### config.mk
export PLATFORM = sky130hd
export DESIGN_NAME = param_sync_fifo
export DESIGN_NICKNAME = d
export VERILOG_FILES = /design/src/rtl/fifo_pkg.sv /design/src/rtl/fifo_mem.sv /design/src/rtl/param_sync_fifo.sv
export SDC_FILE = /design/constraint.sdc
export NUM_CORES = 1
export LEC_CHECK = 0
export ABC_AREA = 1
export CAP_MARGIN = 10
export CORE_MARGIN = 3
export CORE_UTILIZATION = 60
export CTS_BUF_LIST = sky130_fd_sc_hd__clkbuf_4
export DETAILED_ROUTE_END_ITERATION = 12
export GPL_TIMING_DRIVEN = 1
export PLACE_DENSITY = 0.82
export RECOVER_POWER = 25
export SYNTH_ARGS = -nofsm -noshare
export SYNTH_HDL_FRONTEND = slang
export SYNTH_SLANG_ARGS = --single-unit
### constraint.sdc
create_clock -name clk -period 3.5 [get_ports clk]
set_input_delay 0.7 -clock clk [delete_from_list [all_inputs] [get_ports clk]]
set_output_delay 0.7 -clock clk [all_outputs]
set_load 0.05 [all_outputs]
### src/rtl/fifo_pkg.sv
// Shared constants for the synchronous FIFO family.
//   DEFAULT_WIDTH / DEFAULT_DEPTH : default word width and entry count
//   cnt_width()                   : occupancy counter width, wide enough to hold 0..depth
package fifo_pkg;

  localparam int unsigned DEFAULT_WIDTH = 8;
  localparam int unsigned DEFAULT_DEPTH = 16;

  // One bit more than the pointer so that a completely full FIFO (count == depth) fits.
  function automatic int unsigned cnt_width(input int unsigned depth);
    return $clog2(depth) + 1;
  endfunction

endpackage

### src/rtl/fifo_mem.sv
// FIFO storage array: DEPTH x WIDTH, synchronous write, asynchronous read.
// Contents are deliberately not reset.
//   clk   : write clock
//   we    : write enable
//   waddr : write address
//   wdata : write data
//   raddr : read address
//   rdata : read data (combinational from raddr)
module fifo_mem #(
  parameter int unsigned WIDTH      = 8,
  parameter int unsigned DEPTH      = 16,
  parameter int unsigned ADDR_WIDTH = $clog2(DEPTH)
) (
  input  logic                  clk,
  input  logic                  we,
  input  logic [ADDR_WIDTH-1:0] waddr,
  input  logic [WIDTH-1:0]      wdata,
  input  logic [ADDR_WIDTH-1:0] raddr,
  output logic [WIDTH-1:0]      rdata
);

  logic [WIDTH-1:0] mem [DEPTH];

  always_ff @(posedge clk) begin
    if (we) begin
      mem[waddr] <= wdata;
    end
  end

  assign rdata = mem[raddr];

endmodule

### src/rtl/param_sync_fifo.sv
// Parameterised single-clock FIFO with occupancy count, threshold flags and
// rejected-access error pulses. FWFT selects standard (registered, 1-cycle) or
// first-word-fall-through read data.
//   clk, rst              : clock, asynchronous active-high reset
//   wr_en, wdata          : write request and data
//   rd_en                 : read request (FWFT: pop of the presented word)
//   rdata                 : read data
//   full, empty           : count == DEPTH / count == 0
//   almost_full           : count >= AF_LEVEL
//   almost_empty          : count <= AE_LEVEL
//   count                 : current occupancy, 0..DEPTH
//   wr_err, rd_err        : one-cycle pulse after a rejected write / read
module param_sync_fifo
  import fifo_pkg::*;
#(
  parameter  int unsigned WIDTH     = DEFAULT_WIDTH,
  parameter  int unsigned DEPTH     = DEFAULT_DEPTH,
  parameter  int unsigned AF_LEVEL  = DEPTH - 2,
  parameter  int unsigned AE_LEVEL  = 2,
  parameter  int unsigned FWFT      = 0,
  localparam int unsigned PTR_WIDTH = $clog2(DEPTH),
  localparam int unsigned CNT_WIDTH = cnt_width(DEPTH)
) (
  input  logic                 clk,
  input  logic                 rst,
  input  logic                 wr_en,
  input  logic [WIDTH-1:0]     wdata,
  input  logic                 rd_en,
  output logic [WIDTH-1:0]     rdata,
  output logic                 full,
  output logic                 empty,
  output logic                 almost_full,
  output logic                 almost_empty,
  output logic [CNT_WIDTH-1:0] count,
  output logic                 wr_err,
  output logic                 rd_err
);

  logic [PTR_WIDTH-1:0] wr_ptr_q, rd_ptr_q;
  logic [CNT_WIDTH-1:0] count_q, count_d;
  logic                 wr_err_q, rd_err_q;
  logic                 wr_accept, rd_accept;
  logic [WIDTH-1:0]     mem_rdata;

  // Flags come straight from the registered count, so they reflect pre-edge state.
  assign full         = (count_q == CNT_WIDTH'(DEPTH));
  assign empty        = (count_q == '0);
  assign almost_full  = (count_q >= CNT_WIDTH'(AF_LEVEL));
  assign almost_empty = (count_q <= CNT_WIDTH'(AE_LEVEL));
  assign count        = count_q;
  assign wr_err       = wr_err_q;
  assign rd_err       = rd_err_q;

  // A full FIFO still accepts the read of a simultaneous pair; the write is dropped.
  assign wr_accept = wr_en & ~full;
  assign rd_accept = rd_en & ~empty;

  always_comb begin
    count_d = count_q;
    case ({wr_accept, rd_accept})
      2'b10:   count_d = count_q + CNT_WIDTH'(1);
      2'b01:   count_d = count_q - CNT_WIDTH'(1);
      default: count_d = count_q;
    endcase
  end

  always_ff @(posedge clk or posedge rst) begin
    if (rst) begin
      wr_ptr_q <= '0;
      rd_ptr_q <= '0;
      count_q  <= '0;
      wr_err_q <= 1'b0;
      rd_err_q <= 1'b0;
    end else begin
      if (wr_accept) wr_ptr_q <= wr_ptr_q + PTR_WIDTH'(1);
      if (rd_accept) rd_ptr_q <= rd_ptr_q + PTR_WIDTH'(1);
      count_q  <= count_d;
      wr_err_q <= wr_en & full;
      rd_err_q <= rd_en & empty;
    end
  end

  // The memory has no reset of its own, so block writes while rst is held.
  fifo_mem #(
    .WIDTH     (WIDTH),
    .DEPTH     (DEPTH),
    .ADDR_WIDTH(PTR_WIDTH)
  ) u_fifo_mem (
    .clk  (clk),
    .we   (wr_accept & ~rst),
    .waddr(wr_ptr_q),
    .wdata(wdata),
    .raddr(rd_ptr_q),
    .rdata(mem_rdata)
  );

  if (FWFT != 0) begin : g_fwft
    // Head word is always on the output; meaningless while empty.
    assign rdata = mem_rdata;
  end else begin : g_std
    logic [WIDTH-1:0] rdata_q;

    always_ff @(posedge clk or posedge rst) begin
      if (rst) begin
        rdata_q <= '0;
      end else if (rd_accept) begin
        rdata_q <= mem_rdata;
      end
    end

    assign rdata = rdata_q;
  end

endmodule

==> impl_metrics.toml, run 1 <==
[status]
status = "finished, final reports clean"

[clock_network]
post_cts_resize_count = 0
insertion_delay_ps = 540
ctsHtreeMaxLevel = 4
cts_tree = "done"
clk_pin_slew_ps = 140
hold_buffers = 0
postCtsSetupBuffers = 0
cts_buffers = 17
clk_path_buf_depth = 2
clockRootBuffer = "clkbuf_4"
cts_sinks = 151

[power]
pwr_density_cell_nw_per_um2 = 820
irDropWorstVdd_uv = 1130
leakagePower_uw = 0.00244

[global_routing]
grt_util_met3 = 0.0531
grt_max_degree = 68
grtUsageMet1 = 0.323
grt.busiest_layer = "met2"
grt_pass1_wl_um = 20600
gr-usage-all-layers = 0.238
grt_pass1_vias = 3998
gr-usage-met2 = 0.380
grt_overflow = 0
antenna_found_initial = 0

[yosys]
ys_warn_count = 0
ys_types = 27
ys_seq_area_frac = 0.700
synth-compound-area-share = 0.105
synth_fp_nets = 537
synthAdderAreaFrac = 0.0159
synth_mux_area_frac = 0
postSynthAreaPerCell_um2 = 12.2
synthSimpleGateAreaFrac = 0.120
synth-xor-area-share = 0.0153
synth_area_um2 = 6310
synth_cells = 517
synth_top_family_by_area = "simple AND/OR/NAND/NOR gates"
ys_ff_latch = 151

[sta]
tightestPinTransition_ps = 1170
slew_violations = 0
finalSetupViolCount = 0
setup-tns-final_ps = 0
fin_crit_sh = 0.870
rsz0062_at_grt = "false"
period_needed_ps = 3050
maxSlewHeadroom = 0.218
skew_ps = 22.0
fmax_ghz = 0.328
hold_ws_ps = 474
finalHoldViolCount = 0

[die]
die_y_um = 109
start_util = 0.632
placementRows = 36
die-area_um2 = 11800
coreArea_um2 = 10000
die_w_um = 109
io_pins = 31

[layout]
antenna_cells = 0
multiInputGateArea_um2 = 1620
nets = 570
syn_to_final_growth_pct = 10.5
final_layout_size_suffix_gt1_frac = 0.0959
seqCellArea_um2 = 4420
fillers = 705

[setup_path]
reg2reg_slack_ps = 1120
crit_fanout = 7
cp.required_ps = 2800
crit_type = "reg -> out"
worstSetupEndpointType = "primary output"
arrival_ps = 2350
start_kind = "flop"

[hold_path]
hp-class = "in -> async"

[route]
vias = 4095
wl_per_cell_um = 18.4
firstDrtPassIters = 5
drt_iter0_drc = 410
ant_nets = 0
routed_wl_um = 12800
drc = 0
routed_via_density = 5.88

[placed_design]
finalWeightedCongestion = 0.901
dp_hpwl_um = 8230
port_buffers = 30

[flow_run]
max-cap-violations = 0
[placed cells by master, fill, tap and decap left out, drive strengths merged]
cell type,count
nor2,124
o21ai,75
nand3,21
bufinv,2
edfxtp,128
dlygate4sd3,6
clkdlybuf4s50,24
o211ai,32
xor2,9
nand4,5
dfrtp,23
inv,24
ha,8
nand2,31
clkinvlp,2
clkinv,9
buf,12
a31oi,7
clkbuf,18
a21oi,1
xnor2,2
[synth_stat cells]
master,instances,share of area
edfxtp_1,128,0.61
nor2_1,122,0.073
o21ai_0,68,0.054
o211ai_1,32,0.038
nand2_1,26,0.015
dfrtp_1,23,0.091
nand3_1,19,0.015
inv_1,18,0.011
xor2_1,9,0.012
ha_1,8,0.016
a31oi_1,7,0.0069
buf_2,7,0.0055
buf_4,7,0.0083
clkbuf_1,7,0.0042
o21ai_1,7,0.0055
buf_6,6,0.011
nand4_1,5,0.0050
nand2_2,3,0.0030
clkbuf_2,2,0.0016
clkinv_1,2,0.0012
inv_2,2,0.0012
nand2_4,2,0.0036
nand3_2,2,0.0032
xnor2_1,2,0.0028
a21oi_1,1,0.00079
nor2_2,1,0.00099
nor2_4,1,0.0018
[flip-flops by register name, indices dropped and copies added (netlist names)]
name and cells:
rd_ptr_q 4, u_fifo_mem.mem 128, wr_ptr_q 4, count 5, wr_err 1, rdata 8, rd_err 1
[routing by layer]
metal  vias up  wire length, um
met2       163             6400
met5         -                0
met1      1996             5210
li1       1915                -
met4         0              245
met3        21              959
[cell type report]
type                            count  area share
Clock buffer                       17      0.0183
Clock inverter                     15      0.0244
Inverter                           22      0.0118
Multi-Input combinational cell    315       0.232
Sequential cell                   151       0.633
Tap cell                          133      0.0238
Timing Repair Buffer               43      0.0565
[metrics by stage]
step                      std cells   util  setup WS (ps)  area [um2]  power (uW)
after detailed placement        664  0.669            651        6690        4660
final                           696  0.698            454        6980        5720
after global placement          664  0.669            771        6690        4580
after CTS                       696  0.699            463        6990        5750
after global routing            696  0.698            251        6980        6070
after floorplan                 517      -           1010        6310        4010
[logic make-up after synthesis]
family / after synthesis
adder cells (fa/ha/maj): 8
flip-flops: 151
XOR/XNOR: 11
AO/OA/AOI/OAI: 115
buffers and inverters: 51
AND/OR/NAND/NOR: 181
[critical path, cell delays in order, from the launching register on]
cell	delay, ps
dfrtp_1	500
nor2_1	220
nand3_1	200
inv_1	90
clkdlybuf4s50_1	790
[report_power, final]
| part | internal (uW) | switching, uW | leakage [uW] |
|---|---|---|---|
| Clock | 441 | 654 | 0.000156 |
| Combinational | 730 | 1580 | 0.000856 |
| Sequential | 2160 | 160 | 0.00142 |
| Total | 3330 | 2400 | 0.00244 |
[worst paths after layout]
kind                       cells after the start                      end                  from
setup / recovery                               4                     full  count[2]$_DFFE_PP0P_
hold / removal                                 2  wr_ptr_q[2]$_DFFE_PP0P_                   rst
setup reg to reg                              13     count[4]$_DFFE_PP0P_  count[2]$_DFFE_PP0P_
hold reg to reg                                2     rdata[6]$_DFFE_PP0N_  rdata[6]$_DFFE_PP0N_
max in group asynchronous                      3  rd_ptr_q[0]$_DFFE_PP0N_                   rst
min in group clk                               2     rdata[6]$_DFFE_PP0N_  rdata[6]$_DFFE_PP0N_
Note: power is estimated with default switching activity, not from simulation.
==> run 2, diff against run 1 <==
- GPL_ROUTABILITY_DRIVEN: not set -> 0
==> results of run 2 <==
Final layout, timing and power as in run 1 (identical DEF).
